<file path="src/rtl/mup_poll_master.sv">
// Half-duplex RS-485 poll master: address byte + N_TX data bytes out, then N_RX reply bytes in, one bit-tick per clk_en.
// Optional MUP_RETRY_EN: one automatic retry of the whole cycle after a timeout or reply parity error.
module mup_poll_master #(
    parameter int OVS      = 4,
    parameter int ADDR_W   = 3,
    parameter int N_TX     = 2,
    parameter int N_RX     = 5,
    parameter int TO_TICKS = 64
) (
    input  logic                clk,
    input  logic                rst,
    input  logic                clk_en,
    input  logic                data_i,
    output logic                data_o,
    output logic                dir_485,
    // start is sampled on clk_en and accepted only while busy=0; busy stays high
    // until the cycle ends, which is marked by a single-clk done pulse.
    input  logic                start,
    input  logic [ADDR_W-1:0]   n_mup,
    input  logic [8*N_TX-1:0]   tx_data,
    output logic [8*N_RX-1:0]   rx_data,
    output logic                busy,
    output logic                answer,
    output logic                error,
    output logic                timeout,
    output logic                done
);
    localparam int SUB_W = (OVS > 1) ? $clog2(OVS) : 1;
    localparam int TXI_W = $clog2(N_TX + 1);
    localparam int RXI_W = (N_RX > 1) ? $clog2(N_RX) : 1;
    localparam int TO_W  = $clog2(TO_TICKS + 1);

    typedef enum logic [2:0] {IDLE, TX_BYTE, WAIT_EDGE, RX_BYTE, GUARD} state_t;
    state_t state;

    logic [SUB_W-1:0]  sub_cnt;
    logic [3:0]        bit_cnt;
    logic [TXI_W-1:0]  tx_idx;
    logic [RXI_W-1:0]  rx_idx;
    logic [TO_W-1:0]   to_cnt;
    logic [ADDR_W-1:0] addr_l;
    logic [8*N_TX-1:0] tx_l;
    logic [7:0]        rx_shift;
    logic              s1, s2, s3;
`ifdef MUP_RETRY_EN
    logic              retried;
`endif

    logic [7:0] tx_byte;
    logic [2:0] tx_sel;
    logic       tx_bit;
    logic       sub_last;
    logic       edge_seen;

    // Byte 0 of the TX sequence is the zero-extended address, then tx_data MS byte first.
    always_comb begin
        tx_byte = 8'(addr_l);
        for (int i = 1; i <= N_TX; i++) begin
            if (tx_idx == TXI_W'(i)) tx_byte = tx_l[8*(N_TX-i) +: 8];
        end
        tx_sel = 3'(4'd8 - bit_cnt);
        tx_bit = 1'b1;
        case (bit_cnt)
            4'd0:    tx_bit = 1'b0;
            4'd9:    tx_bit = ^tx_byte;
            4'd10:   tx_bit = 1'b1;
            default: tx_bit = tx_byte[tx_sel];
        endcase
    end

    assign sub_last  = (sub_cnt == SUB_W'(OVS - 1));
    assign edge_seen = s3 & ~s2;

    always_ff @(posedge clk) begin
        if (rst) begin
            state    <= IDLE;
            data_o   <= 1'b1;
            dir_485  <= 1'b0;
            busy     <= 1'b0;
            answer   <= 1'b0;
            error    <= 1'b0;
            timeout  <= 1'b0;
            done     <= 1'b0;
            rx_data  <= '0;
            sub_cnt  <= '0;
            bit_cnt  <= '0;
            tx_idx   <= '0;
            rx_idx   <= '0;
            to_cnt   <= '0;
            addr_l   <= '0;
            tx_l     <= '0;
            rx_shift <= '0;
            s1       <= 1'b1;
            s2       <= 1'b1;
            s3       <= 1'b1;
`ifdef MUP_RETRY_EN
            retried  <= 1'b0;
`endif
        end else begin
            done <= 1'b0;
            if (clk_en) begin
                s1 <= data_i;
                s2 <= s1;
                s3 <= s2;
                case (state)
                    IDLE: begin
                        if (start) begin
                            addr_l  <= n_mup;
                            tx_l    <= tx_data;
                            busy    <= 1'b1;
                            answer  <= 1'b0;
                            error   <= 1'b0;
                            timeout <= 1'b0;
                            dir_485 <= 1'b1;
                            sub_cnt <= '0;
                            bit_cnt <= '0;
                            tx_idx  <= '0;
                            rx_idx  <= '0;
`ifdef MUP_RETRY_EN
                            retried <= 1'b0;
`endif
                            state   <= TX_BYTE;
                        end
                    end
                    TX_BYTE: begin
                        data_o <= tx_bit;
                        if (sub_last) begin
                            sub_cnt <= '0;
                            if (bit_cnt == 4'd10) begin
                                bit_cnt <= '0;
                                if (tx_idx == TXI_W'(N_TX)) begin
                                    dir_485 <= 1'b0;
                                    to_cnt  <= '0;
                                    state   <= WAIT_EDGE;
                                end else begin
                                    tx_idx <= tx_idx + TXI_W'(1);
                                end
                            end else begin
                                bit_cnt <= bit_cnt + 4'd1;
                            end
                        end else begin
                            sub_cnt <= sub_cnt + SUB_W'(1);
                        end
                    end
                    WAIT_EDGE: begin
                        if (edge_seen) begin
                            sub_cnt <= '0;
                            bit_cnt <= '0;
                            state   <= RX_BYTE;
                        end else if (to_cnt == TO_W'(TO_TICKS - 1)) begin
                            timeout <= 1'b1;
`ifdef MUP_RETRY_EN
                            if (!retried) begin
                                to_cnt <= '0;
                                state  <= GUARD;
                            end else begin
                                busy  <= 1'b0;
                                done  <= 1'b1;
                                state <= IDLE;
                            end
`else
                            busy  <= 1'b0;
                            done  <= 1'b1;
                            state <= IDLE;
`endif
                        end else begin
                            to_cnt <= to_cnt + TO_W'(1);
                        end
                    end
                    RX_BYTE: begin
                        if (sub_last) begin
                            sub_cnt <= '0;
                            bit_cnt <= bit_cnt + 4'd1;
                        end else begin
                            sub_cnt <= sub_cnt + SUB_W'(1);
                        end
                        // Line back high mid start bit: false start, resume waiting with the timeout count intact.
                        if (bit_cnt == 4'd0 && sub_cnt == SUB_W'(OVS / 2) && s2) begin
                            state <= WAIT_EDGE;
                        end else if (sub_cnt == '0 && bit_cnt >= 4'd1 && bit_cnt <= 4'd8) begin
                            rx_shift <= {rx_shift[6:0], s2};
                        end else if (sub_cnt == '0 && bit_cnt == 4'd9) begin
                            answer <= 1'b1;
                            if ((^rx_shift) == s2) begin
                                for (int i = 0; i < N_RX; i++) begin
                                    if (rx_idx == RXI_W'(i)) rx_data[8*(N_RX-1-i) +: 8] <= rx_shift;
                                end
                            end else begin
                                error <= 1'b1;
                            end
                            to_cnt <= '0;
                            if (rx_idx == RXI_W'(N_RX - 1)) begin
                                state <= GUARD;
                            end else begin
                                rx_idx <= rx_idx + RXI_W'(1);
                                state  <= WAIT_EDGE;
                            end
                        end
                    end
                    GUARD: begin
                        if (to_cnt == TO_W'(TO_TICKS - 1)) begin
`ifdef MUP_RETRY_EN
                            if (!retried && (error || timeout)) begin
                                retried <= 1'b1;
                                answer  <= 1'b0;
                                error   <= 1'b0;
                                timeout <= 1'b0;
                                dir_485 <= 1'b1;
                                sub_cnt <= '0;
                                bit_cnt <= '0;
                                tx_idx  <= '0;
                                rx_idx  <= '0;
                                state   <= TX_BYTE;
                            end else begin
                                busy  <= 1'b0;
                                done  <= 1'b1;
                                state <= IDLE;
                            end
`else
                            busy  <= 1'b0;
                            done  <= 1'b1;
                            state <= IDLE;
`endif
                        end else begin
                            to_cnt <= to_cnt + TO_W'(1);
                        end
                    end
                    default: state <= IDLE;
                endcase
            end
        end
    end
endmodule

</file>
<file path="config.mk">
export PLATFORM = sky130hd
export DESIGN_NAME = mup_poll_master
export DESIGN_NICKNAME = d
export VERILOG_FILES = /design/src/rtl/mup_poll_master.sv
export SDC_FILE = /design/constraint.sdc
export NUM_CORES = 1
export LEC_CHECK = 0
export ABC_AREA = 1
export CORE_UTILIZATION = 44
export DETAILED_ROUTE_END_ITERATION = 12
export HOLD_SLACK_MARGIN = 0.15
export MAX_ROUTING_LAYER = met4
export PLACE_DENSITY = 0.69
export SYNTH_ARGS = -nofsm -noshare
export SYNTH_HDL_FRONTEND = slang
export SYNTH_SLANG_ARGS = --single-unit
</file>
<file path="constraint.sdc">
create_clock -name clk -period 3.8 [get_ports clk]
set_input_delay 0.38 -clock clk [delete_from_list [all_inputs] [get_ports clk]]
set_output_delay 0.38 -clock clk [all_outputs]
set_load 0.005 [all_outputs]
</file>
# Word level (Yosys, flattened, before mapping)
# Cells that the tools add are included.
[word_totals]
ff_bits = 98
ramBits = 0
rom_bits = 0
output_inout_bits = 47
latchBits = 0
mem_count = 0
[op_classes]
n_mux = 69
add_sub_neg = 6
shift = 0
bitwise = 5
div_mod_pow = 0
eq_ne = 32
reduce_logical = 39
magnitude_cmp = 3
mul = 0
[op_table]
columns = ["cell", "n"]
rows = [
  ["2-to-1 mux 7 bit", 8],
  ["AND reduction 7 bit", 8],
  ["2-to-1 mux 3 bit", 15],
  ["!= test 2 bit (second input constant)", 14],
  ["one-hot mux 7 bit (4 select lines)", 1],
  ["AND reduction 6 bit", 4],
  ["2-to-1 mux 4 bit", 5],
  ["2-to-1 mux 1 bit", 19],
  ["2-to-1 mux 8 bit", 2],
  ["one-hot mux 4 bit (4 select lines)", 1],
  ["XOR reduction 8 bit", 2],
  ["one-hot mux 3 bit (5 select lines)", 1],
  ["== test 3 x 2 -> 1 bit (second input constant)", 4],
  ["2-to-1 mux 2 bit", 6],
  ["AND reduction 4 bit", 3],
  ["one-hot mux 1 bit (2 select lines)", 5],
  ["AND reduction 9 bit", 1],
  ["== test 4 bit (second input constant)", 2],
  ["nonzero test 4 bit", 2],
  ["adder 7 x 1 -> 7 bit (second input constant)", 1],
  ["== test 7 x 6 -> 1 bit (second input constant)", 1],
  ["== test 2 bit (second input constant)", 3],
  ["== test 3 x 1 -> 1 bit (second input constant)", 2],
  ["== test 3 bit (second input constant)", 2],
  ["27 further kinds", 42],
]

# Depth between registers and ports, before layout
[logic_depth]
word_depth = 7
ltp_mapped = 17
mapped_depth_nobuf = 16

# Worst setup path after synthesis
# No wires, ideal clock.
[synth_path]
path_type = "register -> register"
start = "reg bit_cnt[0]"
end = "reg rx_data[0]"
path_stages_with_launch = 12
slack_ns = 1.919
required_ns = 3.687
arrival_ns = 1.769
n_path_buf = 1
path_cell_list = "dfxtp_1 > inv_1 > ha_1 > nand2_1 > a21oi_1 > nand2_1 > nand2_2 > nor2_8 > nand3_4 > buf_6 > nor2_1 > nor2_1"
[synth_via]
elab_chain_len = 5
word_cells_on_any_way = 12
classes_between = "2 x order compare; 1 x eq/ne; 2 x bitwise; 7 x reduce/logical"
[synth_rtl]
columns = ["item", "line_no", "source"]
rows = [
  ["from (decl)", "37", "logic [3:0] bit_cnt;"],
  ["from (signal assigned)", "139", "bit_cnt <= bit_cnt + 4'd1;"],
  ["from (signal assigned)", "173", "bit_cnt <= bit_cnt + 4'd1;"],
  [">= comparator 4 x 1 -> 1 bit or logical NOT 4 bit (tied branches)", "180, 178", ""],
  ["logical AND 1 bit, on equally long branches (2 in series)", "180, 178", ""],
  ["NOT 1 bit (no line)", "-", ""],
  ["AND reduction 7 bit (no line) *", "-", ""],
  ["to (signal, indexed assignment)", "186", "if (rx_idx == RXI_W'(i)) rx_data[8*(N_RX-1-i) +: 8] <= rx_shift;"],
  ["to (decl)", "21", "output logic [8*N_RX-1:0] rx_data,"],
]
# Every way passes the cells marked *; elsewhere a longest branch is shown, timed or not.
# A chain may end at the register's enable or synchronous reset.

# Worst setup path in the final report
[layout_path]
start = "reg tx_idx[0]"
end = "reg data_o"
[layout_via]
elab_chain_len = 6
word_cells_on_any_way = 8
classes_between = "2 x eq/ne; 5 x mux; 1 x reduce/logical"
[layout_rtl]
columns = ["item", "line_no", "source"]
rows = [
  ["from (decl)", "38", "logic [TXI_W-1:0] tx_idx;"],
  ["from (signal assigned)", "136", "tx_idx <= tx_idx + TXI_W'(1);"],
  ["== test 2 x 1 -> 1 bit", "59", "if (tx_idx == TXI_W'(i)) tx_byte = tx_l[8*(N_TX-i) +: 8];"],
  ["2-to-1 mux 8 bit", "59", ""],
  ["2-to-1 mux 8 bit *", "59", ""],
  ["binary-select mux 1 bit (select 3 bit)", "67", "default: tx_bit = tx_byte[tx_sel];"],
  ["2-to-1 mux 1 bit (implied by the code)", "67", ""],
  ["one-hot mux 1 bit (3 select lines) *", "63", "case (bit_cnt)"],
  ["to (signal assigned)", "126", "data_o <= tx_bit;"],
  ["to (decl)", "14", "output logic data_o,"],
]
# Every way passes the cells marked *; elsewhere a longest branch is shown, timed or not. The select of a mux whose other input is x is not followed.

==> results.sh <==
export IMPL_io_pins=71
export IMPL_grt_pass1_vias=4345
export IMPL_drt_iter0_markers=221
export IMPL_worstSetupStartpointType="flip-flop"
export IMPL_setup_viol=0
export IMPL_totalWireLength_um=11700
export IMPL_required_ns=4.04
export IMPL_wl_met2_um=5280
export IMPL_wl_per_cell_um=11.8
export IMPL_start_util_pct=45.3
export IMPL_top_layer_used="met4"
export IMPL_cts_root_buf="clkbuf_16"
export IMPL_syn_to_final_growth_pct=19.9
export IMPL_r2r_end="data_o$_SDFFE_PP1P_"
export IMPL_cts_tree="yes"
export IMPL_cts_buffers=9
export IMPL_period_needed_ns=2.29
export IMPL_postCtsSetupBuffers=0
export IMPL_outcome="complete, no violations"
export IMPL_place_gp_congestion=0.866
export IMPL_min_path_type="flip-flop to flip-flop"
export IMPL_post_route_period_util_pct=60.2
export IMPL_crit_type="flip-flop to flip-flop"
export IMPL_num_vias=4666
export IMPL_rsz0062_at_grt="false"
export IMPL_viasPerCell=4.73
export IMPL_num_rows=39
export IMPL_ctsHtreeMaxLevel=3
export IMPL_grt_max_degree=53
export IMPL_clock_latency_ns=0.35
export IMPL_synth_seq_area_share_pct=37.8
export IMPL_antenna_found_initial=0
export IMPL_hold_path_cell_count=2
export IMPL_grt_pass1_wl_um=20300
export IMPL_synth_fp_nets=827
export IMPL_cts_clk_slew_worst_paths_ns=0.07
export IMPL_synthCells=788
export IMPL_die_area_um2=12200
export IMPL_cp_arrival_ns=2.53
export IMPL_setup_tns_ns=0
export IMPL_ctsHoldBuffers=0
export IMPL_power_leakage_nw=2.99
export IMPL_wl_met3_um=370
export IMPL_powerDensity_nw_per_um2=418
export IMPL_m1WireLength_um=5880
export IMPL_dpl_hpwl_um=8250
export IMPL_regArea_um2=1960
export IMPL_nFillCells=1118
export IMPL_syn_area_per_cell_um2=6.59
export IMPL_maxSlewViolCount=0
export IMPL_worstMarginPinSlew_ns=0.613
export IMPL_fin_nets=878
export IMPL_reg2reg_depth=15
export IMPL_synth_area_um2=5190
export IMPL_crit_path_end_kind="flip-flop"
export IMPL_final_util_pct=54.3
export IMPL_fin_skew_ns=0.00693
export IMPL_dieWidth_um=111
export IMPL_diodes=0
export IMPL_synth_seq_cells=98
export IMPL_drc=0
export IMPL_die_y_um=111
export IMPL_final_hold_violation_count=0
export IMPL_port_buffers=70
export IMPL_multi_input_area_um2=2640
export IMPL_rrSetupSlack_ns=1.51
export IMPL_yosysWarnings=0
export IMPL_whs_endpoint="tx_l[2]$_SDFFE_PP0P_"
export IMPL_maxSlewHeadroom_pct=59.2
export IMPL_vdd_drop_max_mv=0.262
export IMPL_drive_above_1_share_pct=5.58
export IMPL_worstHoldStart="tx_l[2]$_SDFFE_PP0P_"
export IMPL_synth_cell_types=34
export IMPL_post_cts_resized=0
export IMPL_drt_pass1_iterations=5
export IMPL_grt_ovfl_total=0
export IMPL_drv_cap=0
export IMPL_cp_max_fo=18
export IMPL_cts_path_max_buffers=2
export IMPL_fmax_ghz=0.437
export IMPL_cts_sinks=98
export IMPL_ant_nets=0
export IMPL_coreArea_um2=11500
export IMPL_grt_total_usage_pct=20.7
export IMPL_r2r_start="tx_idx[0]$_SDFFE_PP0P_"
==> state kept, by name (all words and copies together) (netlist names), 2 cells and up <==
| name | count |
|---|---|
| tx_l | 16 |
| to_cnt | 7 |
| rx_data | 40 |
| rx_idx | 3 |
| bit_cnt | 4 |
| tx_idx | 2 |
| state | 3 |
| sub_cnt | 2 |
| addr_l | 3 |
| rx_shift | 8 |
==> stage by stage <==
step	instances	power, mW	hold WS [ns]	setup slack, ns	cell area, um2
2_1_floorplan	788	1.50	0.429	1.92	5190
3_3_place_gp	971	1.63	0.443	1.54	5910
3_5_place_dp	971	1.63	0.443	1.51	5910
4_1_cts	986	2.62	0.455	1.51	6230
5_1_grt	986	2.74	0.465	1.15	6230
6_report	986	2.60	0.458	1.51	6230
==> area by class of cell <==
cell class,count,area share [%]
clock buffers,10,3.84
inverters,105,6.33
repair buffers,73,11.8
flip-flops and latches,98,31.5
well taps,143,2.87
multi-input cells,552,42.4
clock inverters,5,1.27
==> per-layer routing <==
metal	vias to the layer above	track usage, %
met1	2071	27.3
met3	11	3.39
met5	-	-
li1	2514	-
met2	70	32.6
met4	0	6.58
==> critical path, cell delays in order (launching register included) <==
cell,delay [ns]
dfxtp_1,0.31
inv_1,0.10
ha_1,0.56
inv_1,0.37
nand2_1,0.15
nand2_1,0.11
nand2_1,0.08
nand2_1,0.05
nand2_1,0.06
nand2_1,0.09
inv_1,0.06
nand2_1,0.04
nand3_1,0.06
nand2_1,0.05
nand2_1,0.05
nand2_1,0.04
==> cells in the final DEF, fill, tap and decap left out, types with 2 or more instances in the layout <==
cell type / n
nor2_1: 123
buf_4: 2
nand2_2: 5
nor2_2: 2
inv_2: 9
o21ai_1: 7
xnor2_1: 5
nor3_1: 5
clkinv_2: 2
clkbuf_16: 9
nand3_1: 37
a21oi_1: 51
nor2_4: 2
nand3_4: 6
inv_1: 95
ha_1: 15
o21ai_0: 23
nand2_1: 241
clkdlybuf4s50_1: 70
xor2_1: 11
nand4_1: 9
bufinv_16: 2
dfxtp_1: 98
==> cells by family (layout without fill, tap and decap cells) <==
logic type      Yosys count  in the layout  synth area share, %
buf+inv                 138            193                 11.4
compound gates           87             87                 8.69
simple gates            434            434                 35.8
fa+ha+maj                15             15                 3.61
flops                    98             98                 37.8
xor+xnor                 16             16                 2.70
==> Yosys cell counts (all sizes together) <==
master  instances  area [um2]
nand2         247         947
nor2          128         517
inv           104         390
dfxtp          98        1960
a21oi          52         264
nand3          43         290
o21ai          31         159
buf            21         155
ha             15         188
clkbuf         12        45.0
xor2           11        96.3
nand4           9        56.3
nor3            6        41.3
xnor2           5        43.8
a211oi          1        7.51
a31oi           1        6.26
clkinv          1        3.75
nor3b           1        7.51
o221ai          1        8.76
o22ai           1        6.26
==> how the worst max path moves through the flow <==
stage / start / endpoint / slack, ns / cells past startpoint
6_report: tx_idx[0]$_SDFFE_PP0P_ / data_o$_SDFFE_PP1P_ / 1.51 / 15
5_1_grt: tx_idx[0]$_SDFFE_PP0P_ / data_o$_SDFFE_PP1P_ / 1.15 / 15
4_1_cts: tx_idx[0]$_SDFFE_PP0P_ / data_o$_SDFFE_PP1P_ / 1.51 / 15
3_5_place_dp: tx_idx[0]$_SDFFE_PP0P_ / data_o$_SDFFE_PP1P_ / 1.51 / 15
3_3_place_gp: clk_en / to_cnt[1]$_SDFFE_PP0P_ / 1.54 / 8
2_1_floorplan: bit_cnt[0]$_SDFFE_PP0P_ / rx_data[0]$_SDFFE_PP0P_ / 1.92 / 11
==> where the power goes <==
part | switching (mW) | leakage (nW) | internal [mW]
combinational | 0.326 | 2.03 | 0.170
clock | 0.397 | 0.158 | 0.590
sequential | 0.0416 | 0.794 | 1.08
total | 0.764 | 2.99 | 1.84
(Power assumes the default switching activity.)
